`src/rtl/mem_arbiter_if.sv`:
```
// mem_arbiter_if: requester and RAM-side signals of the memory arbiter.
// slave = arbiter view, master = requester/RAM environment view.
interface mem_arbiter_if;
   logic        iren;
   logic [31:0] iaddr;
   logic        dren;
   logic        dwen;
   logic [31:0] daddr;
   logic [31:0] dstore;
   logic        ihit;
   logic        dhit;
   logic [31:0] iload;
   logic [31:0] dload;
   logic        ram_ren;
   logic        ram_wen;
   logic [31:0] ram_addr;
   logic [31:0] ram_store;
   logic [31:0] ram_load;
   logic        ram_ready;

   modport slave (
      input  iren, iaddr, dren, dwen,
      input  daddr, dstore,
      input  ram_load, ram_ready,
      output ihit, dhit, iload, dload,
      output ram_ren, ram_wen,
      output ram_addr, ram_store
   );

   modport master (
      output iren, iaddr, dren, dwen,
      output daddr, dstore,
      output ram_load, ram_ready,
      input  ihit, dhit, iload, dload,
      input  ram_ren, ram_wen,
      input  ram_addr, ram_store
   );
endinterface

```
`src/rtl/mem_arbiter.sv`:
```
// mem_arbiter: shares one RAM port between fetch and load/store.
// Optional watchdog timeout enabled by defining MEM_TIMEOUT_EN.
module mem_arbiter #(
   parameter bit DPRIO     = 1'b1,
   parameter int TO_CYCLES = 255
) (
   input  logic         CLK,
   input  logic         nRST,
   mem_arbiter_if.slave bus,
   output logic         busy,
   output logic         err
);

   typedef enum logic [1:0] {
      IDLE,
      IACC,
      DACC
   } state_t;

   state_t      state;
   state_t      state_nxt;
   logic        last_d;
   logic        last_nxt;
   logic [31:0] iload_q;
   logic [31:0] dload_q;
   logic        dreq;
   logic        tmo;

   assign dreq = bus.dren | bus.dwen;
   assign busy = (state != IDLE);

`ifdef MEM_TIMEOUT_EN
   localparam logic [7:0] TO_LIM = 8'(TO_CYCLES);

   logic [7:0] wcnt;
   logic [7:0] wcnt_inc;
   logic       hold;
   logic       err_q;

   assign wcnt_inc = (wcnt == 8'hFF) ? wcnt : wcnt + 8'd1;
   assign tmo  = ~bus.ram_ready & (wcnt_inc >= TO_LIM);
   assign hold = (state == IACC) ? bus.iren : dreq;
   assign err  = err_q;

   // Wait counter: zero while idle, saturating count of stalled cycles
   always_ff @(posedge CLK or negedge nRST) begin
      if (!nRST) begin
         wcnt <= 8'd0;
      end else if (state == IDLE) begin
         wcnt <= 8'd0;
      end else if (!bus.ram_ready) begin
         wcnt <= wcnt_inc;
      end
   end

   // Sticky error once an access outlives the watchdog limit
   always_ff @(posedge CLK or negedge nRST) begin
      if (!nRST) begin
         err_q <= 1'b0;
      end else if (busy && hold && tmo) begin
         err_q <= 1'b1;
      end
   end
`else
   assign tmo = 1'b0;
   assign err = 1'b0;
`endif

   // State and last-grant registers
   always_ff @(posedge CLK or negedge nRST) begin
      if (!nRST) begin
         state  <= IDLE;
         last_d <= 1'b0;
      end else begin
         state  <= state_nxt;
         last_d <= last_nxt;
      end
   end

   // Arbitration, RAM drive and hit generation
   always_comb begin
      state_nxt     = state;
      last_nxt      = last_d;
      bus.ram_ren   = 1'b0;
      bus.ram_wen   = 1'b0;
      bus.ram_addr  = 32'd0;
      bus.ram_store = 32'd0;
      bus.ihit      = 1'b0;
      bus.dhit      = 1'b0;
      unique case (state)
         IDLE: begin
            if (dreq && (DPRIO || !bus.iren || !last_d)) begin
               state_nxt = DACC;
            end else if (bus.iren) begin
               state_nxt = IACC;
            end
         end
         IACC: begin
            bus.ram_ren  = 1'b1;
            bus.ram_addr = bus.iaddr;
            if (!bus.iren) begin
               state_nxt = IDLE;
            end else if (bus.ram_ready) begin
               bus.ihit  = 1'b1;
               last_nxt  = 1'b0;
               state_nxt = IDLE;
            end else if (tmo) begin
               state_nxt = IDLE;
            end
         end
         DACC: begin
            bus.ram_addr = bus.daddr;
            if (bus.dwen) begin
               bus.ram_wen   = 1'b1;
               bus.ram_store = bus.dstore;
            end else begin
               bus.ram_ren = 1'b1;
            end
            if (!dreq) begin
               state_nxt = IDLE;
            end else if (bus.ram_ready) begin
               bus.dhit  = 1'b1;
               last_nxt  = 1'b1;
               state_nxt = IDLE;
            end else if (tmo) begin
               state_nxt = IDLE;
            end
         end
         default: begin
            state_nxt = IDLE;
         end
      endcase
   end

   // Capture returned words; stores leave dload untouched
   always_ff @(posedge CLK or negedge nRST) begin
      if (!nRST) begin
         iload_q <= 32'd0;
         dload_q <= 32'd0;
      end else begin
         if (bus.ihit) begin
            iload_q <= bus.ram_load;
         end
         if (bus.dhit && !bus.dwen) begin
            dload_q <= bus.ram_load;
         end
      end
   end

   assign bus.iload = bus.ihit ? bus.ram_load : iload_q;
   assign bus.dload = (bus.dhit && !bus.dwen) ? bus.ram_load : dload_q;

endmodule

```
`src/flat_wrapper.sv`:
```
// flat-port wrapper written by rule: the top's interface ports become plain ports
module mem_arbiter_flat 
#(
   parameter bit DPRIO     = 1'b1,
   parameter int TO_CYCLES = 255
)
  (CLK, nRST, busy, err, bus_iren, bus_iaddr, bus_dren, bus_dwen, bus_daddr, bus_dstore, bus_ram_load, bus_ram_ready, bus_ihit, bus_dhit, bus_iload, bus_dload, bus_ram_ren, bus_ram_wen, bus_ram_addr, bus_ram_store);
  mem_arbiter_if bus_i ();
  input  logic CLK;
  input  logic nRST;
  output logic busy;
  output logic err;
  input wire logic [$bits(bus_i.iren)-1:0] bus_iren;
  input wire logic [$bits(bus_i.iaddr)-1:0] bus_iaddr;
  input wire logic [$bits(bus_i.dren)-1:0] bus_dren;
  input wire logic [$bits(bus_i.dwen)-1:0] bus_dwen;
  input wire logic [$bits(bus_i.daddr)-1:0] bus_daddr;
  input wire logic [$bits(bus_i.dstore)-1:0] bus_dstore;
  input wire logic [$bits(bus_i.ram_load)-1:0] bus_ram_load;
  input wire logic [$bits(bus_i.ram_ready)-1:0] bus_ram_ready;
  output wire logic [$bits(bus_i.ihit)-1:0] bus_ihit;
  output wire logic [$bits(bus_i.dhit)-1:0] bus_dhit;
  output wire logic [$bits(bus_i.iload)-1:0] bus_iload;
  output wire logic [$bits(bus_i.dload)-1:0] bus_dload;
  output wire logic [$bits(bus_i.ram_ren)-1:0] bus_ram_ren;
  output wire logic [$bits(bus_i.ram_wen)-1:0] bus_ram_wen;
  output wire logic [$bits(bus_i.ram_addr)-1:0] bus_ram_addr;
  output wire logic [$bits(bus_i.ram_store)-1:0] bus_ram_store;
  assign bus_i.iren = bus_iren;
  assign bus_i.iaddr = bus_iaddr;
  assign bus_i.dren = bus_dren;
  assign bus_i.dwen = bus_dwen;
  assign bus_i.daddr = bus_daddr;
  assign bus_i.dstore = bus_dstore;
  assign bus_i.ram_load = bus_ram_load;
  assign bus_i.ram_ready = bus_ram_ready;
  assign bus_ihit = bus_i.ihit;
  assign bus_dhit = bus_i.dhit;
  assign bus_iload = bus_i.iload;
  assign bus_dload = bus_i.dload;
  assign bus_ram_ren = bus_i.ram_ren;
  assign bus_ram_wen = bus_i.ram_wen;
  assign bus_ram_addr = bus_i.ram_addr;
  assign bus_ram_store = bus_i.ram_store;
  mem_arbiter #(.DPRIO(DPRIO), .TO_CYCLES(TO_CYCLES)) u_core (.CLK(CLK), .nRST(nRST), .bus(bus_i), .busy(busy), .err(err));
endmodule
```
`config.mk`:
```
export PLATFORM = sky130hd
export DESIGN_NAME = mem_arbiter_flat
export DESIGN_NICKNAME = d
export VERILOG_FILES = /design/src/rtl/mem_arbiter_if.sv /design/src/rtl/mem_arbiter.sv /design/src/flat_wrapper.sv
export SDC_FILE = /design/constraint.sdc
export NUM_CORES = 1
export LEC_CHECK = 0
export CAP_MARGIN = 20
export CORE_AREA = 2 2 104 106
export CTS_CLUSTER_SIZE = 28
export DETAILED_ROUTE_END_ITERATION = 12
export DIE_AREA = 0 0 106 108
export GPL_TIMING_DRIVEN = 0
export PLACE_DENSITY = 0.84
export SLEW_MARGIN = 20
export SYNTH_ARGS = -nofsm -noshare
export SYNTH_HDL_FRONTEND = slang
export SYNTH_SLANG_ARGS = --single-unit
```
`constraint.sdc`:
```
create_clock -name CLK -period 4.1 [get_ports CLK]
set_input_delay 0.41 -clock CLK [delete_from_list [all_inputs] [get_ports CLK]]
set_output_delay 0.41 -clock CLK [all_outputs]
set_load 0.02 [all_outputs]
```
==> results.py <==
metrics = {
    "sta": {
        "hold_violations": 0,
        "whs_ps": 443,
        "drv_slew": 0,
        "post-route-period-util_pct": 72.9,
        "clock_skew_ps": 9.44,
        "period_minus_slack_ps": 2990,
        "finalSetupTns_ps": 0,
        "rsz0062_at_grt": "false",
        "clock.fmax_mhz": 334,
        "finalSetupViolCount": 0,
    },
    "logic_synthesis": {
        "ys_ff_latch": 66,
        "synthArstFlopShare_pct": 100,
        "synth_edf_count": 0,
        "synth_ff_type": "dfrtp_1",
        "synth_top_area_share_pct": 47.3,
        "synth_cell_type_count": 27,
        "netlist_instances": 281,
        "synth-seq-area-share_pct": 47.3,
        "syn-cell-area_um2": 3490,
        "syn_nets": 420,
        "syn_avg_cell_area_um2": 12.4,
        "synth_area_leaders": "dfrtp_1, mux2_4, mux2_2, a22oi_1, nor2b_1",
        "synth_top_area_cell": "dfrtp_1",
        "yosysWarnings": 0,
    },
    "cts": {
        "cts_tree": "built",
        "root_buffer": "clkbuf_8",
        "cts-htree-levels": 3,
        "clock-sinks": 66,
        "insertion_delay_ps": 340,
        "cts_buffers": 9,
        "clock_path_buffers": 2,
        "ctsResizeCount": 0,
        "clk_pin_slew_worst_paths_ps": 70,
    },
    "die": {
        "die-area_um2": 11400,
        "die_h_um": 108,
        "coreArea_um2": 10200,
        "start_util_pct": 34.2,
        "num_rows": 37,
        "num_io_pins": 268,
        "die_w_um": 106,
    },
    "critical_path": {
        "cp-start-kind": "flip-flop",
        "crit_end": "bus_ram_addr[28]",
        "r2r-start": "u_core.state[1]$_DFFE_PN0P_",
        "worstPathRequired_ps": 3690,
        "worstPathArrival_ps": 2580,
        "reg2regPathDepth": 6,
        "crit_path_end_kind": "output port",
        "critPathMaxFanout": 10,
        "startpoint": "u_core.state[0]$_DFFE_PN0P_",
        "crit_type": "reg -> out",
        "r2r_end": "u_core.iload_q[5]$_DFF_PN0_",
        "r2r_slack_ps": 2340,
    },
    "global_route": {
        "antenna_found_initial": 0,
        "track_usage_pct": 21.5,
        "grt_max_degree": 49,
        "grt_pass1_wl_mm": 19.2,
        "grt_overflow": 0,
        "grt_pass1_vias": 3632,
    },
    "placement": {
        "hpwl_mm": 9.91,
        "dp.cells": 682,
        "io_buffer_count": 264,
        "finalWeightedCongestion": 0.840,
    },
    "finish": {
        "multi_input_area_um2": 1680,
        "diodes": 0,
        "final_cell_mix": "clkdlybuf4s50_1, dfrtp_1, mux2_2",
        "drive_above_1_share_pct": 17.4,
        "final_net_count": 697,
        "layout_commonest_cell": "clkdlybuf4s50_1",
        "syn2layout_area_growth_pct": 88.0,
        "regArea_um2": 1650,
        "instances_no_fill": 699,
        "num-fill-cells": 821,
    },
    "drt": {
        "drtIter0Drc": 138,
        "first_pass_iters": 6,
        "drcViolationCount": 0,
        "postRouteAntennaNets": 0,
        "num_vias": 3310,
        "finalWirelength_mm": 12.4,
        "via_per_inst": 4.74,
        "wire_per_inst_um": 17.8,
    },
    "power": {
        "peakVddDrop_mv": 0.302,
        "p_leak_uw": 0.00289,
        "total_power_uw": 4270,
        "internal_power_uw": 2650,
        "p_clk_share_pct": 14.5,
        "seq_power_share_pct": 23.8,
        "swShare_pct": 38.0,
        "power_per_cell_area_nw_per_um2": 650,
        "p_sw_uw": 1620,
        "p_comb_share_pct": 61.7,
    },
    "run_status": {
        "status": "finished, final reports clean",
    },
    "flow_run": {
        "max_cap_violations": 0,
    },
    "hold_path": {
        "holdCritPathClass": "in -> reg",
    },
}
how the worst min path moves through the flow:
stage                                             from  cells past startpoint                           end  slack [ps]
after floorplan                                   nRST                      0   u_core.dload_q[0]$_DFF_PN0_         110
after global placement    u_core.dload_q[23]$_DFF_PN0_                      1  u_core.dload_q[23]$_DFF_PN0_         470
after detailed placement                          nRST                      1  u_core.dload_q[18]$_DFF_PN0_         310
after CTS                                     bus_dwen                      4   u_core.state[0]$_DFFE_PN0P_         420
after global routing                          bus_dwen                      4   u_core.state[0]$_DFFE_PN0P_         470
final                                         bus_dwen                      4   u_core.state[0]$_DFFE_PN0P_         440
what timing repair did:
| action | in CTS | in global routing |
|---|---|---|
| hold buffers | 1 | 0 |
| setup buffers | 0 | 0 |
| hold endpoints to repair | 18 | 0 |
routing by layer:
metal  vias up  share of wire [%]  track usage (%)  wire, µm
li1       1558                  -                -         -
met1      1583                 39             24.9      4880
met3        18                7.1             6.39       883
met2       151                 52             38.9      6470
met4         0                1.6             6.02       197
met5         -                  0                0         0
cells in the mapped netlist, types with 3 or more instances:
master,number
a22oi_1,32
and3_1,32
buf_2,7
buf_4,3
buf_6,4
clkbuf_1,10
dfrtp_1,66
ha_1,5
inv_1,4
mux2_2,34
mux2_4,30
nand2_1,3
nor2b_1,33
nor3_1,3
stage by stage:
stage	area [µm²]	utilization, %	setup WS (ps)
6_report	6570	64.2	1110
5_1_grt	6570	64.2	893
4_1_cts	6570	64.2	1070
3_5_place_dp	6330	61.9	1340
3_3_place_gp	6310	61.6	533
2_1_floorplan	3490	-	2170
power by group through the flow:
stage	Clock [µW]	Sequential [µW]	Combinational (µW)
final	620	1020	2630
after global routing	671	1040	2780
after CTS	640	1020	2650
after detailed placement	0	1030	2630
after global placement	0	1010	2580
after floorplan	0	998	1440
state kept, by name, indices dropped and copies added, names as in the netlist:
| register | cells |
|---|---|
| u_core.iload_q | 32 |
| u_core.state | 2 |
| u_core.dload_q | 32 |
cells by family after synthesis:
kind of cell / share of synthesized area (%)
buf+inv: 4.65
compound gates: 7.95
flops: 47.3
simple gates: 14.4
mux: 23.8
other cells: 0.107
fa+ha+maj: 1.79
layout make-up:
cell class,instances,area share [%]
repair buffers,266,40.8
multi-input cells,185,25.6
flip-flops and latches,66,25.1
well taps,136,2.59
plain buffers,26,2.25
clock buffers,9,1.89
clock inverters,7,1.56
inverters,4,0.229
critical path: stages (launching register included):
cell and delay, ps:
dfrtp_1 420, inv_1 160, ha_1 270, clkbuf_1 400
a22oi_1 170, nor2b_1 160, clkdlybuf4s50_1 640
Note: power is estimated with default switching activity, not from simulation.
==> patch 1, RTL diff (same settings) <==
Encoding of `state_t`: now one-hot (3 bits for 3 states).
--- a/src/rtl/mem_arbiter.sv
+++ b/src/rtl/mem_arbiter.sv
@@ -12,8 +12,8 @@
 );
 
-   typedef enum logic [1:0] {
-      IDLE,
-      IACC,
-      DACC
+   typedef enum logic [2:0] {
+      IDLE = 3'b001,
+      IACC = 3'b010,
+      DACC = 3'b100
    } state_t;
 
Function: no difference found for any inputs over 10 cycles, from zero or initial values and one cycle with nRST low; not proved beyond that.
==> patch 1 against the unedited design <==
  * Sequential cell count rose by 1
  * Synthesized area shrank 9.8%
  * Count of clock-buffer cells in the layout up 1
  * Critical path depth is the same
  * Non-clock buffer count shrank 3
  * Final area decreased by 5.3%
  * Routed wire length is 5.1% lower
  * Synthesized cell count fell by 14%
  * Setup slack worse by 0.11 ns
  * Clock power decreased by 3.9%
  * Total power fell by 19%
  * Critical path type unchanged
  * Critical endpoint is now bus_dload[30]
==> patch 1: results (changes against the unedited design) <==
* Post-detail-place hpwl at 9.54 mm (-3.8%)
* Ys Warns at 0 (unchanged)
* Hold Path Class: reg -> reg
* Commonest cells in the netlist: dfrtp_1, mux2_2, a22o_1, and3_1, mux2_1
* Worst path top cell family by delay: buffers and inverters
* Final #Nets at 655 (-6.0%)
* H-Tree Depth at 3 (unchanged)
* Synth unique cells at 27 (unchanged)
* DR vias at 3115 (-5.9%)
* FILL cells at 844 (+2.8%)
* Clock skew at 0.00354 ns (-0.00590 ns)
* Syn nets at 377 (-10%)
* Total CTS buffers at 9 (unchanged)
* Top Registers: u_core.dload_q (32), u_core.iload_q (32), u_core.state (3)
* Net Sw Frac at 0.360 (-0.0196)
* GRT Util Overall at 0.198 (-0.0175)
* Largest net degree at the start of global routing at 41 (-16%)
* Vias in the first global route at 3338 (-8.1%)
* FFs w/ async S/R, synth at 1.00 (unchanged)
* Pre-antenna DRT Iters at 4 (-2)
* Routed WL at 11.8 mm (-5.1%)
* Leading post-synthesis cells by cell area: dfrtp_1, mux2_2, mux2_1, a22o_1, and3_1
* First-pass GRT wire length at 17.7 mm (-7.9%)
* Slowest library cell on the worst path: clkdlybuf4s50_1
* Initial DRC count at 123 (-11%)
* Max incr delay on CP at 0.56 ns (-0.08 ns)
* Status: completed
* Placed Area at 5990 µm² (-5.4%)
* CP Launch Type: register
* Worst vdd ir at 0.440 mV (+46%)
* Sequential share of the synthesized area at 0.532 (+0.0597)
* Post-synth EDFFs at 0 (unchanged)
* CP arrival at 2.69 ns (+0.11 ns)
* Bufs on Longest Clock Path at 2 (unchanged)
* CTS root buffer: clkbuf_8
* Clock transition at path regs at 0.07 ns (about the same)
* Leak Pwr at 0.00278 µW (-3.6%)
* Max FO, Critical Path at 10 (unchanged)
* Initial antenna violation count at 1 (+1)
* Final GP Congestion at 0.735 (-12%)
* Worst Tran Pin Value at 0.537 ns
* Synth Instances at 243 (-14%)
* Clock latency on the worst-skew pair at roughly 0.33 ns
* Share of cells above drive strength 1 at 0.127 (-0.0467)
* Buffers on Ports at 265 (+0.38%)
==> patch 1: changes by cell type in the layout (fill, tap and decap cells not counted), sizes merged, moves of 4 or more <==
cell,delta
a22oi,-32
nor2b,-32
a22o,+32
ha,-5
buf,-4
==> patch 1: kinds of logic after synthesis <==
group,share of synthesized area
buf+inv,0.0365
compound gates,0.0965
other cells,0.00119
mux,0.229
flops,0.532
simple gates,0.105
==> patch 1: final timing paths <==
check,depth (start not counted),endpoint,slack [ns],from
max in group asynchronous,3,u_core.state[0]$_DFFE_PN1P_,2.98,nRST
max,6,bus_dload[30],1.00,u_core.state[1]$_DFFE_PN0P_
min in group asynchronous,2,u_core.iload_q[19]$_DFF_PN0_,0.52,nRST
max reg2reg,5,u_core.dload_q[26]$_DFF_PN0_,2.18,u_core.state[1]$_DFFE_PN0P_
min,1,u_core.dload_q[1]$_DFF_PN0_,0.49,u_core.dload_q[1]$_DFF_PN0_
min reg2reg,1,u_core.dload_q[1]$_DFF_PN0_,0.49,u_core.dload_q[1]$_DFF_PN0_
==> patch 1: power by group through the flow <==
| stage | Combinational [µW] | Sequential (µW) | Clock (µW) |
|---|---|---|---|
| 6_report | 1890 | 993 | 596 |
| 5_1_grt | 1990 | 1020 | 645 |
| 4_1_cts | 1900 | 993 | 616 |
| 3_5_place_dp | 1890 | 1010 | 0 |
| 3_3_place_gp | 1860 | 989 | 0 |
| 2_1_floorplan | 933 | 977 | 0 |
==> patch 1: worst reg2reg max path: stages (launching register included) <==
cell	delay, ns
dfrtp_1	0.46
nor3b_2	0.32
and4_1	0.23
buf_2	0.19
buf_4	0.23
mux2_1	0.37
==> patch 1: layout make-up <==
| cell class | instances | area share |
|---|---|---|
| clock buffer | 10 | 0.0205 |
| buffer | 22 | 0.0173 |
| sequential | 67 | 0.270 |
| multi-input combinational | 152 | 0.218 |
| inverter | 2 | 0.00121 |
| timing repair buffer | 267 | 0.431 |
| tap | 136 | 0.0274 |
| clock inverter | 6 | 0.0143 |
| antenna | 1 | 0.000402 |
==> patch 1: through the flow <==
step	util	setup WS (ns)	hold WS, ns	cells
2_1_floorplan	-	2.09	0.114	243
3_3_place_gp	0.584	0.588	0.464	644
3_5_place_dp	0.586	1.10	0.348	645
4_1_cts	0.608	0.952	0.487	662
5_1_grt	0.608	0.797	0.506	662
6_report	0.608	1.00	0.488	663
==> patch 1: metal layers <==
metal,global-route usage,vias up,share of wire
li1,-,1453,-
met1,0.231,1505,0.39
met2,0.338,145,0.52
met3,0.0729,12,0.078
met4,0.0648,0,0.015
met5,0,-,0
==> patch 1: timing repair <==
action / in CTS / in global routing
hold endpoints to repair: 27 / 0
endpoints found under the setup margin: 0 / 0
gates resized for setup: 0 / 0
hold buffers: 1 / 0
setup buffers: 0 / 0
==> patch 2, RTL diff (same flow settings) <==
Without the edit above. Build with the macro `MEM_TIMEOUT_EN` defined.
--- a/src/rtl/mem_arbiter.sv
+++ b/src/rtl/mem_arbiter.sv
@@ -1,4 +1,6 @@
 // mem_arbiter: shares one RAM port between fetch and load/store.
 // Optional watchdog timeout enabled by defining MEM_TIMEOUT_EN.
+`define MEM_TIMEOUT_EN
+
 module mem_arbiter #(
    parameter bit DPRIO     = 1'b1,
Function: no difference found for any inputs over 10 cycles, from zero or initial values and one cycle with nRST low; that may be too few to reach the edited logic, so the function may still have changed.
==> patch 2 against the unedited design <==
  * Total power is 0.90% higher
  * Critical endpoint is now bus_iload[27]
  * Critical path depth is 1 higher
  * Setup slack worse by 0.39 ns
  * Largest cell class unchanged
  * Synthesized cell count is 20% higher
  * Critical path type unchanged
  * Combinational power is 3% lower
  * Routed wire length is 7.8% higher
  * Sequential cell count is 9 higher
  * Count of clock-buffer cells in the layout is 2 higher
  * Synthesized area is 9.6% higher
  * Final area is 5.1% higher
==> patch 2: results (changes against the unedited design) <==
* Status: completed
* Max incr delay on CP at 0.56 ns (-0.08 ns)
* Hold Path Class: in -> async
* Setup TNS at 0 ns (unchanged)
* RR Startpoint: u_core.state[1]$_DFFE_PN0P_
* Leading post-synthesis cells by cell area: dfrtp_1, mux2_2, a22oi_1, and3_1, nor2b_1
* Final #Nets at 753 (+8.0%)
* Leak Pwr at 0.00288 µW (-0.35%)
* Routed wire per std cell at 17.7 µm (-0.24%)
* Sequential share of the synthesized area at 0.490 (+0.0174)
* Worst reg-to-reg path cell count at 6 (unchanged)
* CP arrival at 2.97 ns (+0.39 ns)
* Clock skew at 0.0124 ns (+0.00293 ns)
* Share of cells above drive strength 1 at 0.150 (-0.0238)
* Synth unique cells at 40 (+48%)
* Post_cts resized at 0 (unchanged)
* Bufs on Longest Clock Path at 2 (unchanged)
* Buffers on Ports at 266 (+0.76%)
* Slowest library cell on the worst path: clkdlybuf4s50_1
* Clock latency on the worst-skew pair at 0.34 ns (about the same)
* Final GP Congestion at 0.911 (+8.5%)
* Post-detail-place hpwl at 10.6 mm (+7.2%)
* Max FO, Critical Path at 10 (unchanged)
* Total CTS buffers at 9 (unchanged)
* Vias in the first global route at 3963 (+9.1%)
* Initial antenna violation count at 0 (unchanged)
* Largest net degree at the start of global routing at 43 (-12%)
* Ys Warns at 0 (unchanged)
* FILL cells at 819 (-0.24%)
* R2R setup slack at 1.93 ns (-0.41 ns)
* Net Sw Power at 1640 µW (+1.0%)
* Initial DRC count at 251 (+82%)
* R2R Path End: u_core.iload_q[27]$_DFF_PN0_
* Pre-antenna DRT Iters at 5 (-1)
* Top Registers: u_core.dload_q (32), u_core.iload_q (32), u_core.wcnt (8)
* Syn nets at 475 (+13%)
* Worst Tran Pin Value at roughly 0.58 ns
* First-pass GRT wire length at 20.5 mm (+6.9%)
* Commonest cells in the netlist: dfrtp_1, mux2_2, and3_1
* Clock transition at path regs at 0.09 ns (+0.02 ns)
* GRT Util Overall at 0.227 (+0.0119)
* Routed vias/inst at 5.02 (+6.1%)
* CTS root buffer: clkbuf_8
* Worst vdd ir at 0.495 mV (+64%)
## patch 2: layout make-up
cell class / instances / share of cell area
Buffer: 27 / 0.0178
Clock buffer: 11 / 0.0205
Clock inverter: 5 / 0.0121
Inverter: 8 / 0.00435
Multi-Input combinational cell: 226 / 0.261
Sequential cell: 75 / 0.272
Tap cell: 136 / 0.0246
Timing Repair Buffer: 267 / 0.388
## patch 2: power by group through the flow
stage	Sequential, µW	Combinational (µW)	Clock [µW]
global placement	1120	2500	0
detailed placement	1140	2550	0
floorplan	1100	1360	0
finish	1120	2540	640
global route	1150	2690	686
CTS	1120	2560	653
## patch 2: kinds of logic after synthesis
group | count (synthesis) | share of synthesized area
AO/OA/AOI/OAI | 51 | 0.0977
buffers and inverters | 35 | 0.0399
multiplexers | 65 | 0.191
adder cells (fa/ha/maj) | 5 | 0.0163
XOR/XNOR | 1 | 0.00229
flip-flops | 75 | 0.490
AND/OR/NAND/NOR | 104 | 0.163
## patch 2: per-stage QoR
| step | power [µW] | hold slack, ns | instances | instance area [µm²] | worst slack (ns) |
|---|---|---|---|---|---|
| 2_1_floorplan | 2460 | 0.114 | 336 | 3830 | 1.97 |
| 3_3_place_gp | 3620 | 0.452 | 738 | 6660 | 0.135 |
| 3_5_place_dp | 3680 | 0.389 | 739 | 6680 | 0.913 |
| 4_1_cts | 4340 | 0.0133 | 755 | 6910 | 0.697 |
| 5_1_grt | 4530 | 0.0160 | 755 | 6910 | 0.580 |
| 6_report | 4310 | 0.000879 | 755 | 6910 | 0.724 |
## patch 2: worst max-delay path by stage
stage	to	cells after the start	slack (ns)	start
2_1_floorplan	bus_iload[10]	6	1.97	u_core.state[1]$_DFFE_PN0P_
3_3_place_gp	u_core.dload_q[2]$_DFF_PN0_	1	0.13	nRST
6_report	bus_iload[27]	7	0.72	u_core.state[1]$_DFFE_PN0P_
3_5_place_dp	bus_iload[27]	5	0.91	bus_ram_ready
5_1_grt	bus_iload[27]	7	0.58	u_core.state[1]$_DFFE_PN0P_
4_1_cts	bus_iload[27]	7	0.70	u_core.state[1]$_DFFE_PN0P_
## patch 2: layer usage
| layer | vias up | track usage | wire (µm) |
|---|---|---|---|
| met2 | 182 | 0.409 | 6890 |
| met1 | 1818 | 0.256 | 5110 |
| met3 | 29 | 0.0675 | 1060 |
| met4 | 0 | 0.0827 | 337 |
| met5 | - | 0 | 0 |
| li1 | 1763 | - | - |
